## src/rtl/alu_word_sequencer.sv

```systemverilog
// alu_word_sequencer: runs wide-word ops on a 6-bit ALU,
// one chunk per clock, least-significant chunk first.
module alu_word_sequencer #(
  parameter int N_CHUNKS = 4,
  parameter int CW       = 3
) (
  input  logic                    clk,
  input  logic                    rst_n,
  input  logic                    cmd_valid,
  output logic                    cmd_ready,
  input  logic [3:0]              cmd_op,
  input  logic                    cmd_carry_in,
  input  logic                    cmd_chain,
  input  logic [6*N_CHUNKS-1:0]   cmd_a,
  input  logic [6*N_CHUNKS-1:0]   cmd_b,
  input  logic                    cmd_abort,
  output logic [3:0]              alu_op,
  output logic                    alu_carry_in,
  output logic [5:0]              alu_a,
  output logic [5:0]              alu_b,
  input  logic [5:0]              alu_result,
  input  logic                    alu_carry_out,
  output logic                    busy,
  output logic                    done,
  output logic [6*N_CHUNKS-1:0]   res,
  output logic                    res_carry_out,
  output logic                    res_zero
);

  localparam int W = 6 * N_CHUNKS;
  localparam logic [CW-1:0] LAST = CW'(N_CHUNKS - 1);

  typedef enum logic [1:0] {
    IDLE,
    EXEC,
    DONE
  } state_t;

  state_t        state, stateNext;
  logic [CW-1:0] chunkIdx;
  logic          carryReg;
  logic          chainReg;
  logic          cinReg;
  logic [3:0]    opReg;
  logic [W-1:0]  aReg, bReg;
  logic [W-1:0]  resReg, resNext;
  logic [5:0]    aChunk, bChunk;
  logic          carryOutReg;
  logic          zeroReg;
  logic          accept;
  logic          step;
  logic          lastChunk;

  // abort wins over a same-cycle request in IDLE
  assign accept    = (state == IDLE) & cmd_valid & ~cmd_abort;
  assign step      = (state == EXEC) & ~cmd_abort;
  assign lastChunk = (chunkIdx == LAST);

  always_comb begin
    aChunk  = '0;
    bChunk  = '0;
    resNext = resReg;
    for (int i = 0; i < N_CHUNKS; i++) begin
      if (chunkIdx == CW'(i)) begin
        aChunk              = aReg[6*i +: 6];
        bChunk              = bReg[6*i +: 6];
        resNext[6*i +: 6]   = alu_result;
      end
    end
  end

  always_comb begin
    stateNext    = state;
    cmd_ready    = 1'b0;
    busy         = 1'b0;
    done         = 1'b0;
    alu_op       = '0;
    alu_a        = '0;
    alu_b        = '0;
    alu_carry_in = 1'b0;
    unique case (state)
      IDLE: begin
        cmd_ready = 1'b1;
        if (accept) stateNext = EXEC;
      end
      EXEC: begin
        busy         = 1'b1;
        alu_op       = opReg;
        alu_a        = aChunk;
        alu_b        = bChunk;
        alu_carry_in = chainReg ? carryReg : cinReg;
        if (cmd_abort)      stateNext = IDLE;
        else if (lastChunk) stateNext = DONE;
      end
      DONE: begin
        done      = 1'b1;
        stateNext = IDLE;
      end
      default: stateNext = IDLE;
    endcase
  end

  always_ff @(posedge clk or negedge rst_n) begin
    if (!rst_n) state <= IDLE;
    else        state <= stateNext;
  end

  always_ff @(posedge clk or negedge rst_n) begin
    if (!rst_n) begin
      chunkIdx    <= '0;
      carryReg    <= 1'b0;
      chainReg    <= 1'b0;
      cinReg      <= 1'b0;
      opReg       <= '0;
      aReg        <= '0;
      bReg        <= '0;
      resReg      <= '0;
      carryOutReg <= 1'b0;
      zeroReg     <= 1'b1;
    end else if (accept) begin
      chunkIdx <= '0;
      carryReg <= cmd_carry_in;
      chainReg <= cmd_chain;
      cinReg   <= cmd_carry_in;
      opReg    <= cmd_op;
      aReg     <= cmd_a;
      bReg     <= cmd_b;
    end else if (step) begin
      resReg   <= resNext;
      carryReg <= alu_carry_out;
      if (lastChunk) begin
        chunkIdx    <= '0;
        carryOutReg <= alu_carry_out;
        zeroReg     <= (resNext == '0);
      end else begin
        chunkIdx <= chunkIdx + 1'b1;
      end
    end
  end

  assign res           = resReg;
  assign res_carry_out = carryOutReg;
  assign res_zero      = zeroReg;

endmodule

```

## config.mk

```make
export PLATFORM = sky130hd
export DESIGN_NAME = alu_word_sequencer
export DESIGN_NICKNAME = d
export VERILOG_FILES = /design/src/rtl/alu_word_sequencer.sv
export SDC_FILE = /design/constraint.sdc
export NUM_CORES = 1
export LEC_CHECK = 0
export CAP_MARGIN = 20
export CORE_MARGIN = 8
export CORE_UTILIZATION = 52
export DETAILED_ROUTE_END_ITERATION = 8
export PLACE_DENSITY = 0.85
export SLEW_MARGIN = 0
export SYNTH_ARGS = -nofsm -noshare
export SYNTH_HDL_FRONTEND = slang
export SYNTH_SLANG_ARGS = --single-unit
export TNS_END_PERCENT = 1
```

## constraint.sdc

```tcl
create_clock -name clk -period 5.4 [get_ports clk]
set_clock_uncertainty 0.05 [all_clocks]
set_input_delay 0.54 -clock clk [delete_from_list [all_inputs] [get_ports clk]]
set_output_delay 0.54 -clock clk [all_outputs]
set_load 0.005 [all_outputs]
```

Word level (Yosys, flattened, before mapping)
Index checks and enable logic that the tools add are counted. Widths: inputs -> output; s select.

Multiplexer cells: 29. Bitwise gates (word level): 5. Eq/ne operators: 7. Reductions and logical operators: 7. Add/subtract/negate cells: 1.

Operator list (count): $mux 6 (14); $logic_not 24->1 (1); $mux 3 (3); $mux 1 (7); $eq 3x2->1 const B (2); $mux 2 (3); $mux 4 (1); $pmux 2 s2 (1); $reduce_and 2->1 (2); $add 3x1->3 const B (1); $and 1x1->1 (3); $eq 3x1->1 const B (1); $logic_not 3->1 (1); $ne 3x3->1 const B (1); $reduce_and 3->1 (1); $eq 2x1->1 const B (1); $eq 2x2->1 const B (1); $logic_not 2->1 (1); $ne 2x2->1 const B (1); $not 1->1 (2); $reduce_bool 2->1 (1).

Register bits after elaboration: 86. Bits of input ports: 65. Output and inout bits: 46.

Logic depth before layout (Yosys ltp)
Gate-level depths: netlist of the first run.

Word-level depth: 6. Gate-level depth with buffers: 8. Gate-level depth less buffers: 7.

Least setup slack after synthesis of the first run
Ideal clock, no wire load.

Path kind: reg-to-output. Start: reg chunkIdx[1]. End: out alu_a[0]. Arrival time: 1.520 ns. Buffers on the path: 2. Setup slack: 3.290 ns. Stages on the path, launching flop included: 9. Cell sequence: dfrtp_1 > inv_1 > ha_1 > clkbuf_1 > buf_2 > a21oi_1 > o21ai_0 > mux2i_1 > nor2_1.

Longest elaborated chain between the ends: 6. Elaborated cells on any way between the ends: 9. Classes of those cells: 3 x eq/ne; 5 x mux; 1 x reduce/logical.

RTL lines: start: declaration (RTL line 40) `logic [CW-1:0] chunkIdx;`; start signal: assignment (RTL line 136) `chunkIdx <= chunkIdx + 1'b1;`; $logic_not 3->1 (RTL line 64) `if (chunkIdx == CW'(i)) begin`; $mux 6 (3 in a row) (RTL line 64); $mux 6 * (RTL line 64); $mux 6 * (RTL line 81) `unique case (state)`; end: declaration (RTL line 19) `output logic [5:0] alu_a,`.

Mark *: on every way between the ends. The rest lies on a longest branch, timed or not.

Final worst setup path of the first run
Start: reg chunkIdx[1]. End: out alu_a[5].

The elaborated chain is that of the path after synthesis.

==> results of run 1 <==
flip-flops by register name, indices dropped and copies added (netlist names):
register       count
aReg              24
bReg              24
res_zero           1
chainReg           1
chunkIdx           3
res               24
cinReg             1
carryReg           1
res_carry_out      1
opReg              4
state              2
cell usage after synthesis, drive strengths merged:
cell type / n / area, sq um
nand2b: 9 / 58.8
a31oi: 2 / 12.5
mux2: 72 / 811
nor2b: 7 / 43.8
o31ai: 2 / 20.0
mux2i: 12 / 120
nand2: 39 / 146
o2111ai: 1 / 15.0
and2: 4 / 25.0
nor4: 3 / 18.8
o41ai: 1 / 8.76
o21a: 1 / 7.51
buf: 12 / 73.8
o21ai: 14 / 70.1
dfrtp: 85 / 2130
inv: 3 / 11.3
a21oi: 14 / 70.1
or3: 4 / 25.0
dfstp: 1 / 26.3
o32ai: 1 / 8.76
and3b: 10 / 87.6
nor4b: 1 / 15.0
clkbuf: 7 / 26.3
clkinv: 1 / 16.3
a221oi: 2 / 17.5
nor2: 23 / 86.3
nor3: 6 / 30.0
a32o: 1 / 10.0
nor3b: 1 / 7.51
nand3: 2 / 10.0
ha: 4 / 50.1
final cells by class:
class,instances,area [sq um]
clock inverter,6,67.6
timing repair buffer,114,1170
clock buffer,10,138
fill,565,2180
sequential,86,2150
multi-input combinational,236,1780
tap,102,128
inverter,4,27.5
metal layers:
layer | track usage, % | share of wire [%] | vias to the layer above
met5 | 0 | 0 | -
met4 | 5.48 | 1.3 | 0
met3 | 5.82 | 6.1 | 17
met2 | 30.9 | 49 | 100
met1 | 23.7 | 44 | 1518
li1 | - | - | 1420
final timing paths:
path,from,end,slack (ns)
setup / recovery,chunkIdx[1],alu_a[5],1.92
max in group asynchronous,rst_n,res_zero,4.16
min in group asynchronous,rst_n,res[3],0.51
hold / removal,res[20],res[20],0.44
hold reg to reg,res[20],res[20],0.44
setup reg to reg,chunkIdx[0],res_zero,2.71
stage by stage:
stage / hold slack [ns] / instance area (sq um) / total power, mW / instances
2_1_floorplan: 0.194 / 4060 / 1.56 / 345
3_3_place_gp: 0.408 / 5210 / 2.00 / 539
3_5_place_dp: 0.423 / 5210 / 2.04 / 539
4_1_cts: 0.366 / 5420 / 2.51 / 555
5_1_grt: 0.468 / 5470 / 2.68 / 558
6_report: 0.442 / 5470 / 2.50 / 558
tightest hold or removal path: stages, from the launching register on:
cell and delay (ns):
dfrtp_1 0.35, nand2_1 0.05, nand2_1 0.06
power by group through the flow:
stage / Combinational (mW) / Clock [mW] / Sequential (mW)
2_1_floorplan: 0.566 / 0 / 0.990
3_3_place_gp: 0.996 / 0 / 1.00
3_5_place_dp: 1.03 / 0 / 1.02
4_1_cts: 1.04 / 0.469 / 1.01
5_1_grt: 1.14 / 0.502 / 1.04
6_report: 1.03 / 0.465 / 1.01
repair_timing:
action,in CTS,in global routing
hold buffers,0,1
hold endpoints to repair,0,11
resized for setup,0,0
kinds of logic (layout without fill, tap and decap cells):
family / Yosys count / after routing / share of synthesized area, %
muxes: 84 / 84 / 22.9
buffers and inverters: 23 / 134 / 3.15
adders and majority gates: 4 / 4 / 1.23
AOI/OAI and AO/OA: 39 / 39 / 5.92
DFF: 86 / 86 / 53.1
and+or+nand+nor: 109 / 109 / 13.7
==> summary.md, run 1 <==
| Metric | Value |
|---|---|
| Slew headroom | 36.4% |
| Crit-path max FO | 25 |
| Psw | 0.813 mW |
| Data arrival, critical path | 2.89 ns |
| Crit share post-route | 64.4% |
| Antenna-violating nets left | 0 |
| Combinational power share | 41.1% |
| Initial antenna violation count | 0 |
| Maxcap violations | 0 |
| Setup violators final | 0 |
| Pre-CTS setup slack | 2.31 ns |
| Die H | 104 um |
| Max IR drop VDD | 236 uV |
| Grt ovf | 0 |
| Register bit count reported by yosys | 86 |
| Clk pwr share | 18.6% |
| Warnings, synthesis | 0 |
| Worst Path Class, Setup | reg2out |
| Area growth from synthesis to layout | 34.7% |
| Routed wire per std cell | 17.9 um |
| Crit. path cell count | 8 |
| Vias | 3055 |
| TNS Setup | 0 ns |
| Total Routing Usage GR | 19.0% |
| # rows | 32 |
| Drt first pass iters | 5 |
| Vias in the first global route | 3337 |
| Die width | 104 um |
| Cell family with most CP delay | adder cells |
| Status | finished, final reports clean |
| Nets | 520 |
| CP endpoint kind | output port |
| Postcts setup bufs | 0 |
| Post-Syn Area | 4060 sq um |
| Power Internal | 1.69 mW |
| CP max stage delay | 0.71 ns |
| Layout cells sized above 1 | 21.1% |
| H-tree lvl count | 3 |
| Most common cell after layout, fill and taps aside | clkdlybuf4s50_1 |
| Final GP Congestion | 0.770 |
| Reg2Reg Depth | 7 |
| CTS sink count | 86 |
| Final core occ | 71.5% |
| DRT Wirelength | 9990 um |
| Ant. Diodes | 0 |
| Final worst path period need | 3.48 ns |
| Root buffer cell | clkbuf_8 |
| Worst setup SP type | flop |
| Synth Area per Inst | 11.8 sq um |
| DR DRC count | 0 |
| Syn Inst Count | 345 |
| I/O pin count | 111 |
| First-pass GRT wire length | 16800 um |
| CTS tree | built |
| Final slew viol count | 0 |
| Power per cell area | 458 nW/um^2 |
| IO buf count | 110 |
| Worst-Skew Late Latency | 0.35 ns |
| Critical-path cell list | inv_1 -> ha_1 -> nor2b_1 -> a221oi_1 -> nor3_1 -> a21oi_1 -> nor2_1 -> clkdlybuf4s50_1 |
| RSZ-0062 raised after global routing | false |
| Switching Share | 32.5% |
| 1st-iter DRT viols | 103 |
| Lkg Pwr | 2.25 nW |
| Most frequent cells in the layout | clkdlybuf4s50_1, dfrtp_1, mux2_2 |
| Slowest-stage cell, CP | ha_1 |
| Largest net degree at the start of global routing | 87 |
| Hold Path Cell Cnt | 2 |
| Die area | 10900 sq um |
| Vias per cell | 5.47 |
| Final hold violation count | 0 |
| Setup WS post-layout | 1.92 ns |
| Worst hold path class | reg2reg |
| CTS Buf Count | 9 |
| Mapped Nets | 414 |
| CTS Buffer Depth | 2 |
| WP data required | 4.81 ns |
| Fmax | 0.288 GHz |
| Yosys cell types | 36 |
| Seq pwr share | 40.3% |
| Buf/Inv on CP | 2 |
| Sequential element share of the synthesized area | 53.1% |
| Least-Margin Pin Slew | 0.954 ns |
| Starting Density | 53.0% |
| DPL Wire Length | 7100 um |
| Core region area | 7650 sq um |
| Clock Pin Slew Worst Setup and Hold Paths | 0.09 ns |
(Power assumes the default switching activity.)
==> run 2: changes to the inputs <==
Settings changed: CORE_UTILIZATION 52 to 44, PLACE_DENSITY 0.85 to 0.77.
Clock period 5.4 ns to 2.85 ns, I/O delays scaled along.
==> summary.md, run 2 (synthesis results as in run 1) <==
| Metric | Value |
|---|---|
| Status | finished, final reports clean (unchanged) |
| 1st-iter DRT viols | 103 (unchanged) |
| IO buf count | 110 (unchanged) |
| Seq pwr share | 40.6% (was 40.3%) |
| Setup violators final | 0 (unchanged) |
| Worst-Skew Late Latency | 0.34 ns (was 0.35 ns) |
| Max IR drop VDD | 435 uV (was 236 uV) |
| # rows | 35 (was 32) |
| Final worst path period need | 2.68 ns |
| Least-Margin Pin Slew | 0.469 ns (was 0.954 ns) |
| Cells after DPL | 553 (was 539) |
| CTS Buf Count | 9 (unchanged) |
| Final hold violation count | 0 (unchanged) |
| Initial antenna violation count | 0 (unchanged) |
| Fmax | 0.374 GHz |
| Die H | 112 um (was 104 um) |
| Die width | 112 um (was 104 um) |
| Lkg Pwr | 2.30 nW (was 2.25 nW) |
| DR DRC count | 0 (unchanged) |
| Maxcap violations | 0 (unchanged) |
| Layout cells sized above 1 | 22.8% (was 21.1%) |
| Antenna-violating nets left | 0 (unchanged) |
| WP data required | 2.52 ns (was 4.81 ns) |
| H-tree lvl count | 3 (unchanged) |
| CP endpoint kind | output port (unchanged) |
| Most common cell after layout, fill and taps aside | clkdlybuf4s50_1 (unchanged) |
| Clock Pin Slew Worst Setup and Hold Paths | 0.09 ns (about the same) |
| Nets | 525 (was 520) |
| Starting Density | 44.5% (was 53.0%) |
| Grt ovf | 0 (unchanged) |
| I/O pin count | 111 (unchanged) |
| Routed wire per std cell | 17.0 um (was 17.9 um) |
| Crit-path max FO | 13 (was 25) |
| Tot Pwr | 4.67 mW (was 2.50 mW) |
| DPL Wire Length | 7070 um (was 7100 um) |
| CTS Buffer Depth | 2 (unchanged) |
| Data arrival, critical path | 2.34 ns (was 2.89 ns) |
| Largest net degree at the start of global routing | 87 (unchanged) |
| Vias | 2982 (was 3055) |
| Power Internal | 3.16 mW (was 1.69 mW) |
| Switching Share | 32.3% (was 32.5%) |
| Psw | 1.51 mW (was 0.813 mW) |
| Worst hold path class | in2async (was reg2reg) |
| Vias per cell | 5.21 (was 5.47) |
| Root buffer cell | clkbuf_8 (unchanged) |
| Slew headroom | 68.7% (was 36.4%) |
| Worst Path Class, Setup | reg2out (unchanged) |
| Combinational power share | 42.4% (was 41.1%) |
| Final Non-Filler Cells | 572 (was 558) |
| RSZ-0062 raised after global routing | false (unchanged) |
| Worst setup SP type | flop (unchanged) |
| CTS sink count | 86 (unchanged) |
| Final GP Congestion | 0.761 (was 0.770) |
| Vias in the first global route | 3223 (was 3337) |
| Area growth from synthesis to layout | 35.9% (was 34.7%) |
| Die area | 12500 sq um (was 10900 sq um) |
| CTS tree | built (unchanged) |
| Power per cell area | 847 nW/um^2 (was 458 nW/um^2) |
| TNS Setup | 0 ns (unchanged) |
| DRT Wirelength | 9720 um (was 9990 um) |
| Core region area | 9110 sq um (was 7650 sq um) |
| Final slew viol count | 0 (unchanged) |
| Drt first pass iters | 4 (was 5) |
| Crit share post-route | 93.9% |
| Most frequent cells in the layout | clkdlybuf4s50_1, dfrtp_1, mux2_2 (unchanged) |
| Total Routing Usage GR | 15.9% (was 19.0%) |
| First-pass GRT wire length | 16200 um (was 16800 um) |
| Ant. Diodes | 0 (unchanged) |
| Reg2Reg Setup Slack | 0.57 ns (was 2.71 ns) |
| Clk pwr share | 17.0% (was 18.6%) |
## run 2: changes by cell type in the layout (fill, tap and decap cells not counted), moves of 2 or more
cell / change
dlymetal6s2s_1: +2
o21ai_0: -4
clkdlybuf4s50_1: -2
clkinv_4: +2
o21ai_1: +4
buf_4: +6
## run 2: metrics by stage
stage / setup slack (ns) / hold slack, ns / utilization [%] / instance area (sq um)
floorplan: 0.995 / -0.0606 / - / 4060
global placement: 0.471 / 0.408 / 57.7 / 5260
detailed placement: 0.440 / 0.413 / 57.7 / 5260
CTS: 0.0482 / 0.114 / 59.8 / 5440
global route: 0.000414 / 0.273 / 60.5 / 5510
finish: 0.175 / 0.276 / 60.5 / 5510
## run 2: final timing paths
path | from | to | depth (start not counted)
worst min register to register | res_carry_out | res_carry_out | 2
worst max register to register | chunkIdx[1] | res_zero | 7
worst min-delay path | rst_n | res[1] | 2
max in group asynchronous | rst_n | bReg[10] | 3
worst max-delay path | chunkIdx[1] | alu_a[4] | 9
min in group clk | res_carry_out | res_carry_out | 2
## run 2: what timing repair did
action                                 in CTS  in global routing
setup endpoints to repair                   0                 12
setup buffers                               0                  1
resized for setup                           0                 11
endpoints found under the hold margin       0                 13
hold buffers                                0                  1
## run 2: power by group through the flow
stage | logic, mW | clock network (mW) | registers (mW)
2_1_floorplan | 1.07 | 0 | 1.88
3_3_place_gp | 1.91 | 0 | 1.90
3_5_place_dp | 1.96 | 0 | 1.93
4_1_cts | 1.96 | 0.817 | 1.90
5_1_grt | 2.20 | 0.887 | 1.96
6_report | 1.98 | 0.792 | 1.90
## run 2: metal layers
metal | wire length (um) | global-route usage, % | up-vias | share of wire [%]
met3 | 699 | 6.01 | 6 | 7.2
li1 | - | - | 1426 | -
met4 | 79 | 4.95 | 0 | 0.81
met2 | 4590 | 24.8 | 83 | 47
met5 | 0 | 0 | - | 0
met1 | 4350 | 20.0 | 1467 | 45
## run 2: area by class of cell
cell class,count,area (sq um)
clock buffer,10,138
multi-input combinational,236,1800
tap,111,139
sequential,86,2150
fill,774,3600
clock inverter,6,46.3
inverter,4,27.5
timing repair buffer,119,1210
## run 2: critical path, stage by stage (launching register included)
cell and delay [ns]:
dfrtp_1 0.41, inv_2 0.08, ha_1 0.20, buf_4 0.19, and3b_1 0.21, a21oi_1 0.04
o21ai_0 0.16, mux2i_1 0.09, nor2_1 0.11, clkdlybuf4s50_1 0.52
